`src/rtl/router_fifo_pkt_pkg.sv`:
```
// Shared defaults and helpers for the router output FIFO.
// Header words carry the payload length above the destination address bits.
package router_pkg;

  localparam int DATA_WIDTH_DEF = 8;
  localparam int DEPTH_DEF      = 16;
  localparam int ADDR_BITS      = 2;
  localparam int HDR_LEN_LSB    = ADDR_BITS;

  // Pointers carry one extra wrap bit so full and empty can be told apart.
  function automatic int ptr_width(input int depth);
    return $clog2(depth) + 1;
  endfunction

endpackage

```
`src/rtl/router_fifo_pkt_if.sv`:
```
// Write/read handshake and status bundle between a router channel and its output FIFO.
interface router_fifo_pkt_if
  import router_pkg::*;
#(
  parameter int DATA_WIDTH = DATA_WIDTH_DEF,
  parameter int DEPTH      = DEPTH_DEF
);

  logic                          write_enb;
  logic                          lfd_state;
  logic [DATA_WIDTH-1:0]         data_in;
  logic                          read_enb;
  logic [DATA_WIDTH-1:0]         data_out;
  logic                          data_valid;
  logic                          pkt_done;
  logic                          full;
  logic                          almost_full;
  logic                          empty;
  logic [ptr_width(DEPTH)-1:0]   count;

  modport master (
    output write_enb, lfd_state, data_in, read_enb,
    input  data_out, data_valid, pkt_done, full, almost_full, empty, count
  );

  modport slave (
    input  write_enb, lfd_state, data_in, read_enb,
    output data_out, data_valid, pkt_done, full, almost_full, empty, count
  );

endinterface

```
`src/rtl/router_fifo_pkt_pktcnt.sv`:
```
// Read-side packet tracker: counts the words left in the current packet and
// pulses pkt_done alongside data_valid for the word that ends it.
module router_fifo_pktcnt
  import router_pkg::*;
#(
  parameter int DATA_WIDTH = DATA_WIDTH_DEF
) (
  input  logic                              clock,
  input  logic                              reset,
  input  logic                              soft_reset,
  input  logic                              ra_i,
  input  logic                              flag_i,
  input  logic [DATA_WIDTH-HDR_LEN_LSB-1:0] len_i,
  output logic                              pkt_done_o
);

  localparam int CW = DATA_WIDTH - 1;

  logic [CW-1:0] pkt_cnt_q, pkt_cnt_d;
  logic          pkt_done_q, pkt_done_d;

  always_ff @(posedge clock or posedge reset) begin
    if (reset) begin
      pkt_cnt_q  <= '0;
      pkt_done_q <= 1'b0;
    end else begin
      pkt_cnt_q  <= pkt_cnt_d;
      pkt_done_q <= pkt_done_d;
    end
  end

  // A header always reloads (length + parity word), silently aborting any open packet.
  always_comb begin
    pkt_cnt_d  = pkt_cnt_q;
    pkt_done_d = 1'b0;
    if (soft_reset) begin
      pkt_cnt_d  = '0;
      pkt_done_d = 1'b0;
    end else if (ra_i) begin
      if (flag_i) begin
        pkt_cnt_d  = CW'(len_i) + CW'(1);
        pkt_done_d = 1'b0;
      end else if (pkt_cnt_q != '0) begin
        pkt_cnt_d  = pkt_cnt_q - CW'(1);
        pkt_done_d = (pkt_cnt_q == CW'(1));
      end else begin
        pkt_cnt_d  = pkt_cnt_q;
        pkt_done_d = 1'b0;
      end
    end else begin
      pkt_cnt_d  = pkt_cnt_q;
      pkt_done_d = 1'b0;
    end
  end

  assign pkt_done_o = pkt_done_q;

endmodule

```
`src/rtl/router_fifo_pkt.sv`:
```
// Router output-channel FIFO: circular buffer of header-tagged words with
// occupancy flags, registered read data and end-of-packet signalling.
module router_fifo_pkt
  import router_pkg::*;
#(
  parameter int DATA_WIDTH   = DATA_WIDTH_DEF,
  parameter int DEPTH        = DEPTH_DEF,
  parameter int AFULL_THRESH = 14
) (
  input  logic               clock,
  input  logic               reset,
  input  logic               soft_reset,
  router_fifo_pkt_if.slave   bus
);

  localparam int PW = ptr_width(DEPTH);
  localparam int AW = PW - 1;

  logic [DATA_WIDTH:0]   mem_q [DEPTH];
  logic [PW-1:0]         wr_ptr_q, wr_ptr_d;
  logic [PW-1:0]         rd_ptr_q, rd_ptr_d;
  logic [DATA_WIDTH-1:0] data_out_q, data_out_d;
  logic                  data_valid_q, data_valid_d;
  logic [DATA_WIDTH:0]   rd_word_s;
  logic [PW-1:0]         count_s;
  logic                  full_s, empty_s, wa_s, ra_s, pkt_done_s;

  assign full_s    = (wr_ptr_q[AW] != rd_ptr_q[AW]) && (wr_ptr_q[AW-1:0] == rd_ptr_q[AW-1:0]);
  assign empty_s   = (wr_ptr_q == rd_ptr_q);
  assign count_s   = wr_ptr_q - rd_ptr_q;
  assign wa_s      = bus.write_enb && !full_s;
  assign ra_s      = bus.read_enb && !empty_s;
  assign rd_word_s = mem_q[rd_ptr_q[AW-1:0]];

  // Storage is deliberately left out of both resets; the pointers define validity.
  always_ff @(posedge clock) begin
    if (wa_s && !soft_reset) begin
      mem_q[wr_ptr_q[AW-1:0]] <= {bus.lfd_state, bus.data_in};
    end
  end

  always_ff @(posedge clock or posedge reset) begin
    if (reset) begin
      wr_ptr_q     <= '0;
      rd_ptr_q     <= '0;
      data_out_q   <= '0;
      data_valid_q <= 1'b0;
    end else begin
      wr_ptr_q     <= wr_ptr_d;
      rd_ptr_q     <= rd_ptr_d;
      data_out_q   <= data_out_d;
      data_valid_q <= data_valid_d;
    end
  end

  // data_out holds between reads but drops to zero the cycle after a packet ends.
  always_comb begin
    wr_ptr_d     = wr_ptr_q;
    rd_ptr_d     = rd_ptr_q;
    data_out_d   = data_out_q;
    data_valid_d = 1'b0;
    if (soft_reset) begin
      wr_ptr_d   = '0;
      rd_ptr_d   = '0;
      data_out_d = '0;
    end else begin
      if (wa_s) begin
        wr_ptr_d = wr_ptr_q + PW'(1);
      end else begin
        wr_ptr_d = wr_ptr_q;
      end
      if (ra_s) begin
        rd_ptr_d     = rd_ptr_q + PW'(1);
        data_out_d   = rd_word_s[DATA_WIDTH-1:0];
        data_valid_d = 1'b1;
      end else if (pkt_done_s) begin
        data_out_d = '0;
      end else begin
        data_out_d = data_out_q;
      end
    end
  end

  router_fifo_pktcnt #(
    .DATA_WIDTH (DATA_WIDTH)
  ) u_pktcnt (
    .clock      (clock),
    .reset      (reset),
    .soft_reset (soft_reset),
    .ra_i       (ra_s),
    .flag_i     (rd_word_s[DATA_WIDTH]),
    .len_i      (rd_word_s[DATA_WIDTH-1:HDR_LEN_LSB]),
    .pkt_done_o (pkt_done_s)
  );

  assign bus.data_out    = data_out_q;
  assign bus.data_valid  = data_valid_q;
  assign bus.pkt_done    = pkt_done_s;
  assign bus.full        = full_s;
  assign bus.empty       = empty_s;
  assign bus.count       = count_s;
  assign bus.almost_full = (count_s >= PW'(AFULL_THRESH));

endmodule

```
`src/flat_wrapper.sv`:
```
// flat-port wrapper written by rule: the top's interface ports become plain ports
module router_fifo_pkt_flat import router_pkg::*;
#(
  parameter int DATA_WIDTH   = DATA_WIDTH_DEF,
  parameter int DEPTH        = DEPTH_DEF,
  parameter int AFULL_THRESH = 14
)
  (clock, reset, soft_reset, bus_write_enb, bus_lfd_state, bus_data_in, bus_read_enb, bus_data_out, bus_data_valid, bus_pkt_done, bus_full, bus_almost_full, bus_empty, bus_count);
  router_fifo_pkt_if #(.DATA_WIDTH(DATA_WIDTH), .DEPTH(DEPTH)) bus_i ();
  input  logic clock;
  input  logic reset;
  input  logic soft_reset;
  input wire logic [$bits(bus_i.write_enb)-1:0] bus_write_enb;
  input wire logic [$bits(bus_i.lfd_state)-1:0] bus_lfd_state;
  input wire logic [$bits(bus_i.data_in)-1:0] bus_data_in;
  input wire logic [$bits(bus_i.read_enb)-1:0] bus_read_enb;
  output wire logic [$bits(bus_i.data_out)-1:0] bus_data_out;
  output wire logic [$bits(bus_i.data_valid)-1:0] bus_data_valid;
  output wire logic [$bits(bus_i.pkt_done)-1:0] bus_pkt_done;
  output wire logic [$bits(bus_i.full)-1:0] bus_full;
  output wire logic [$bits(bus_i.almost_full)-1:0] bus_almost_full;
  output wire logic [$bits(bus_i.empty)-1:0] bus_empty;
  output wire logic [$bits(bus_i.count)-1:0] bus_count;
  assign bus_i.write_enb = bus_write_enb;
  assign bus_i.lfd_state = bus_lfd_state;
  assign bus_i.data_in = bus_data_in;
  assign bus_i.read_enb = bus_read_enb;
  assign bus_data_out = bus_i.data_out;
  assign bus_data_valid = bus_i.data_valid;
  assign bus_pkt_done = bus_i.pkt_done;
  assign bus_full = bus_i.full;
  assign bus_almost_full = bus_i.almost_full;
  assign bus_empty = bus_i.empty;
  assign bus_count = bus_i.count;
  router_fifo_pkt #(.DATA_WIDTH(DATA_WIDTH), .DEPTH(DEPTH), .AFULL_THRESH(AFULL_THRESH)) u_core (.clock(clock), .reset(reset), .soft_reset(soft_reset), .bus(bus_i));
endmodule
```
`config.mk`:
```
export PLATFORM = sky130hd
export DESIGN_NAME = router_fifo_pkt_flat
export DESIGN_NICKNAME = d
export VERILOG_FILES = /design/src/rtl/router_fifo_pkt_pkg.sv /design/src/rtl/router_fifo_pkt_if.sv /design/src/rtl/router_fifo_pkt_pktcnt.sv /design/src/rtl/router_fifo_pkt.sv /design/src/flat_wrapper.sv
export SDC_FILE = /design/constraint.sdc
export NUM_CORES = 1
export LEC_CHECK = 0
export ABC_AREA = 1
export BUFFER_PORTS_ARGS = -buffer_cell sky130_fd_sc_hd__buf_2
export CORE_MARGIN = 3
export CORE_UTILIZATION = 40
export CTS_BUF_LIST = sky130_fd_sc_hd__clkbuf_8
export DETAILED_ROUTE_END_ITERATION = 16
export SYNTH_ARGS = -nofsm -noshare
export SYNTH_HDL_FRONTEND = slang
export SYNTH_SLANG_ARGS = --single-unit
```
`constraint.sdc`:
```
create_clock -name clock -period 3.2 [get_ports clock]
set_input_delay 0 -clock clock [delete_from_list [all_inputs] [get_ports clock]]
set_output_delay 0 -clock clock [all_outputs]
set_load 0.1 [all_outputs]
```
; After elaboration in Yosys (flattened, before gate mapping)
; Memories as Yosys holds them, arrays and structs flattened.
; Index checks and enable logic that the tools add are counted.
; W data, S select, Z words.
[op_classes]
add_sub_neg = 5
magnitude_cmp = 1
eq_ne = 4
mux = 19
reduce_logical = 13
[op_table]
columns = op, n
row1 = $mux W7, 4
row2 = $mux W8, 3
row3 = $mux W5, 4
row4 = $add A5 B1 Y5 const B, 2
row5 = $mux W1, 8
row6 = $add A6 B1 Y7 const B, 1
row7 = $eq A7 B1 Y1 const B, 1
row8 = $reduce_bool A7 Y1, 1
row9 = $sub A7 B1 Y7 const B, 1
row10 = $reduce_bool A3 Y1, 2
row11 = $eq A5 B5 Y1, 1
row12 = $ge A5 B4 Y1 const B, 1
row13 = $sub A5 B5 Y5, 1
row14 = $eq A4 B4 Y1, 1
row15 = $logic_and A1 B1 Y1, 4
row16 = $reduce_bool A2 Y1, 2
row17 = $logic_not A1 Y1, 3
row18 = $reduce_and A2 Y1, 1
row19 = $ne A1 B1 Y1, 1
[word_totals]
ff_bits = 27
ramBits = 144
input_bits = 14
output_inout_bits = 18
elab_cells = 49
n_memories = 1
[memory_table]
columns = name, depth, word_bits, read_ports, rd_clocked_by_memory_dff, wr, line
row1 = u_core.mem_q, 16, 9, 1, 0, 1, router_fifo_pkt.sv:19  ; logic [DATA_WIDTH:0] mem_q [DEPTH];

; Longest topological paths before layout
[logic_depth]
ltp_word = 7
ltp_mapped = 17
mapped_depth_nobuf = 16

; Cells and area by module
; Synthesis repeated with hierarchy kept, for this count alone.
[hier_totals]
hier_cells = 737
hier_area_um2 = 7728.7
[modules_own_cells]
columns = mod, n_inst, cells_per_inst, area_per_inst_um2, seq_area_each_um2
row1 = router_fifo_pkt, 1, 636, 7003.0, 4799.6
row2 = router_fifo_pktcnt, 1, 101, 725.7, 200.2

; Least setup slack after synthesis
; OpenSTA, ideal clock, no wires.
[synth_timing]
path_kind = register to output
startpoint = reg u_core.rd_ptr_q[1]
endpoint = out bus_almost_full
arrival_ps = 3765
required_time_ps = 3200
setup_slack_ps = -565
stages_incl_launch_ff = 9
n_path_buf = 2
path_cell_list = dfrtp_1 inv_2 buf_6 buf_2 fa_1 nand3_1 nand2_1 xnor2_1 a31o_2
[synth_between]
elab_chain_len = 2
[synth_rtl]
columns = item, line
row1 = "start, declared", router_fifo_pkt.sv:21  ; logic [PW-1:0] rd_ptr_q, rd_ptr_d;
row2 = "start signal, assigned", router_fifo_pkt.sv:50  ; rd_ptr_q <= rd_ptr_d;
row3 = $sub A5 B5 Y5, router_fifo_pkt.sv:30  ; assign count_s = wr_ptr_q - rd_ptr_q;
row4 = named net bus_count[4], flat_wrapper.sv:23  ; output wire logic [$bits(bus_i.count)-1:0] bus_count;
row5 = $ge A5 B4 Y1, router_fifo_pkt.sv:102  ; assign bus.almost_full = (count_s >= PW'(AFULL_THRESH));
row6 = "end, declared", flat_wrapper.sv:21  ; output wire logic [$bits(bus_i.almost_full)-1:0] bus_almost_full;
; The timed path passes the listed nets, and every way through them passes these cells.

; Worst setup path in the final report
[layout_timing]
startpoint = reg u_core.rd_ptr_q[2]
endpoint = mem u_core.mem_q[6][0] in the netlist's numbering, enable pin
[layout_between]
elab_chain_len = 7
[layout_rtl]
columns = item, line
row1 = $eq A4 B4 Y1, router_fifo_pkt.sv:28  ; assign full_s = (wr_ptr_q[AW] != rd_ptr_q[AW]) && (wr_ptr_q[AW-1:0] == rd_ptr_q[AW-1:0]);
row2 = $logic_and A1 B1 Y1, router_fifo_pkt.sv:28
row3 = $logic_not A1 Y1, router_fifo_pkt.sv:31  ; assign wa_s = bus.write_enb && !full_s;
row4 = $logic_and A1 B1 Y1, router_fifo_pkt.sv:31
row5 = $logic_and A1 B1 Y1, router_fifo_pkt.sv:37  ; if (wa_s && !soft_reset) begin
row6 = $mux W1, router_fifo_pkt.sv:37
row7 = $mux W1 (implied by the code), router_fifo_pkt.sv:38  ; mem_q[wr_ptr_q[AW-1:0]] <= {bus.lfd_state, bus.data_in};
row8 = "end, declared", router_fifo_pkt.sv:19
; No other way between the ends.

==> impl_results.md <==
- Final Wtd Congestion: 0.9111
- Unrepaired setup endpoints after global routing: false
- Wire length per cell: 18.09 um
- Std cell rows: 50
- Synth Area in Simple Gates: 18.82%
- Largest net degree at the start of global routing: 85
- Commonest cells post-synth: nand2_1, edfxtp_1, nor2_1
- Dpl hpwl: 12280 um
- Post-Place Cell Area: 8148 um2
- Final period util: 81.34%
- TritonCTS Buffers: 17
- CTS Sinks: 171
- Reg2reg path depth: 8
- Critical-path cell list: inv_2, ha_1, nand4_2, o21ai_2, nor2_1, nand2_1, nor2_1, buf_4
- Reg-to-reg endpoint: u_core.mem_q[6][0]
- Reg-to-reg critical path startpoint: u_core.rd_ptr_q[2]
- Final setup TNS: 0 ps
- Vias: 5221
- Antenna Diode Count: 0
- Clock transition at the registers of the reported paths: 100 ps
- Initial antenna violation count: 0
- CP max stage delay: 610 ps
- Max Fclk: 0.3842 GHz
- CP Depth: 8
- Maxcap violations: 0
- Post-Synth XOR/XNOR Area: 1.028%
- Top-area cell type share of the netlist area: 56.40%
- Post-synth EDFFs: 144
- Main synth FF type: edfxtp_1
- Initial DRC count: 536
- H-tree Lvls: 4
- Port Buf Inserts: 31
- CP required: 3360 ps
- First-pass GRT wire length: 28650 um
- Static Leakage: 0.003459 uW
- Slack of the worst reg-to-reg path: 600 ps
- Final hold viol count: 0
- Die height: 144.5 um
- Synthesis-stage register bit count: 171
- Final setup violation count: 0
- Adder-Cell Fraction of Synth Area: 2.383%
- WP data arrival: 2760 ps
- Worst slew margin: 30.32%
- CTS max path bufs: 2
- Seq/Total Area, Yosys: 65.21%
- WS Path Type: reg2reg
- Minimum clock period: 2603 ps
- Fin area: 8693 um2
- Iteration count of the initial detailed-routing pass: 5
- Yosys cell types: 40
- Clock Skews: 19.09 ps
- Crit-path most repeated cell: nor2_1
- Vias/cell: 5.149
- Peak supply drop: 0.0002987 V
- Synthesis warning total: 0
- Die area: 20870 um2
- CP endpoint kind: register
- Ranking of synthesized cells by area: edfxtp_1, nand2_1, dfrtp_1
- Asr flop ratio synth: 15.79%
- Num ports: 32
- Drt drc: 0
- CTS tree: done
- Synth Instances: 706
- Layout Utilization: 46.32%
- Pins Over Slew Limit: 0
- Critical-path top delay cell: dfrtp_1
- Core area: 18770 um2
- Gr ovfl total: 0
- Most common cell in the netlist: nand2_1
- Root buf cell: clkbuf_8
- Synthesized area per cell: 10.86 um2
- WL final: 18340 um
- Post-synthesis mux area share: 0%
- Worst-skew pair later-pin latency: 460 ps
- Cell taking the most area after synthesis: edfxtp_1
- Buf+Inv Stages, Crit Path: 2
- Post-route ant nets: 0
- Total GRT Usage: 18.39%
- Syn-to-layout area delta: 13.38%
- Compound-Gate Fraction of Synth Area: 7.131%
- CP max FO: 12
- Delay-heaviest family, CP: simple AND/OR/NAND/NOR gates
- Ratio of cells with drive above 1 in the final layout: 16.54%
- Worst Setup SP: u_core.rd_ptr_q[2]
- Post-Syn Area: 7667 um2
- P per Cell Area: 625.3 nW/um2
- Worst setup endpoint: u_core.mem_q[6][0]
- Status: finished clean
- Initial Utilization: 40.85%
- Startpoint types: register
- Worst-Margin Slew: 1044 ps
- Post-CTS sizing: 0
- Worst hold path class: in2async
- Mapped Nets: 734
- Largest family of logic cells by synthesized area: simple AND/OR/NAND/NOR gates
- Floorplan die width: 144.5 um
- Total Nets Final: 795
- Vias in the first global route: 5021
==> repair_timing <==
action	in CTS	in global routing
hold endpoints to repair	149	8
setup buffers	0	0
hold buffers	13	1
==> flip-flops by register name, summed over array words and instances, names as in the netlist <==
register	flops
u_core.rd_ptr_q	5
u_core.u_pktcnt.pkt_cnt_q	7
u_core.wr_ptr_q	5
u_core.bus.data_out	8
u_core.mem_q	144
u_core.bus.data_valid	1
u_core.u_pktcnt.pkt_done_o	1
==> power breakdown <==
group	leakage [uW]	internal (uW)	switching, uW
registers	0.00166	2470	46.0
clock network	0.000203	663	873
logic	0.00159	358	1020
total	0.00346	3500	1940
==> cells by family after synthesis <==
logic type	count (synthesis)
compound gates	84
simple gates	343
flops	171
buf+inv	85
xor+xnor	9
fa+ha+maj	14
==> metal layers <==
| metal | global-route usage (%) | routed length [um] | vias to the layer above |
|---|---|---|---|
| li1 | - | - | 2510 |
| met1 | 26.52 | 8507 | 2530 |
| met2 | 28.46 | 8620 | 165 |
| met3 | 3.803 | 932 | 16 |
| met4 | 5.056 | 283 | 0 |
| met5 | 0 | 0 | - |
==> worst min-delay path, stage by stage <==
cell and delay, ps:
dlygate4sd3_1 530, buf_2 120, inv_1 740
==> placed cells by master, fill, tap and decap left out, types with 6 or more instances in the layout <==
cell type        n
nand2_1        199
edfxtp_1       144
nor2_1          70
inv_1           48
nand3_1         44
buf_2           31
a21oi_1         28
dfrtp_1         26
buf_4           22
o21ai_0         17
clkbuf_8        17
dlygate4sd3_1   14
ha_1            13
o21ai_1          9
inv_2            8
nor3_1           8
o211ai_1         7
inv_8            7
nand2_2          6
==> final cells by class <==
cell class | count | area, um2
fillers | 1711 | 10070
well taps | 234 | 292.8
repair buffers | 69 | 500.5
multi-input cells | 450 | 2273
clock buffers | 17 | 234.0
inverters | 58 | 220.2
clock inverters | 15 | 171.4
flip-flops and latches | 171 | 5001
==> worst min path at each step <==
stage,end,cells past startpoint,startpoint,slack [ps]
2_1_floorplan,u_core.bus.data_out[0],1,reset,50
3_5_place_dp,u_core.u_pktcnt.pkt_cnt_q[3],2,reset,320
3_3_place_gp,u_core.u_pktcnt.pkt_cnt_q[1],2,reset,300
6_report,u_core.u_pktcnt.pkt_cnt_q[1],3,reset,330
5_1_grt,u_core.u_pktcnt.pkt_cnt_q[1],3,reset,410
4_1_cts,u_core.mem_q[3][3],1,bus_data_in[3],8
==> per-stage QoR <==
stage	hold slack (ps)	setup WS, ps	total power [uW]	instances
finish	332.1	597.1	5436	1014
global route	406.9	442.7	5716	1014
CTS	8.357	585.4	5469	1013
detailed placement	322.6	654.0	3923	968
global placement	296.2	712.4	3905	968
floorplan	52.72	95.69	3623	706
Note: power is estimated with default switching activity, not from simulation.
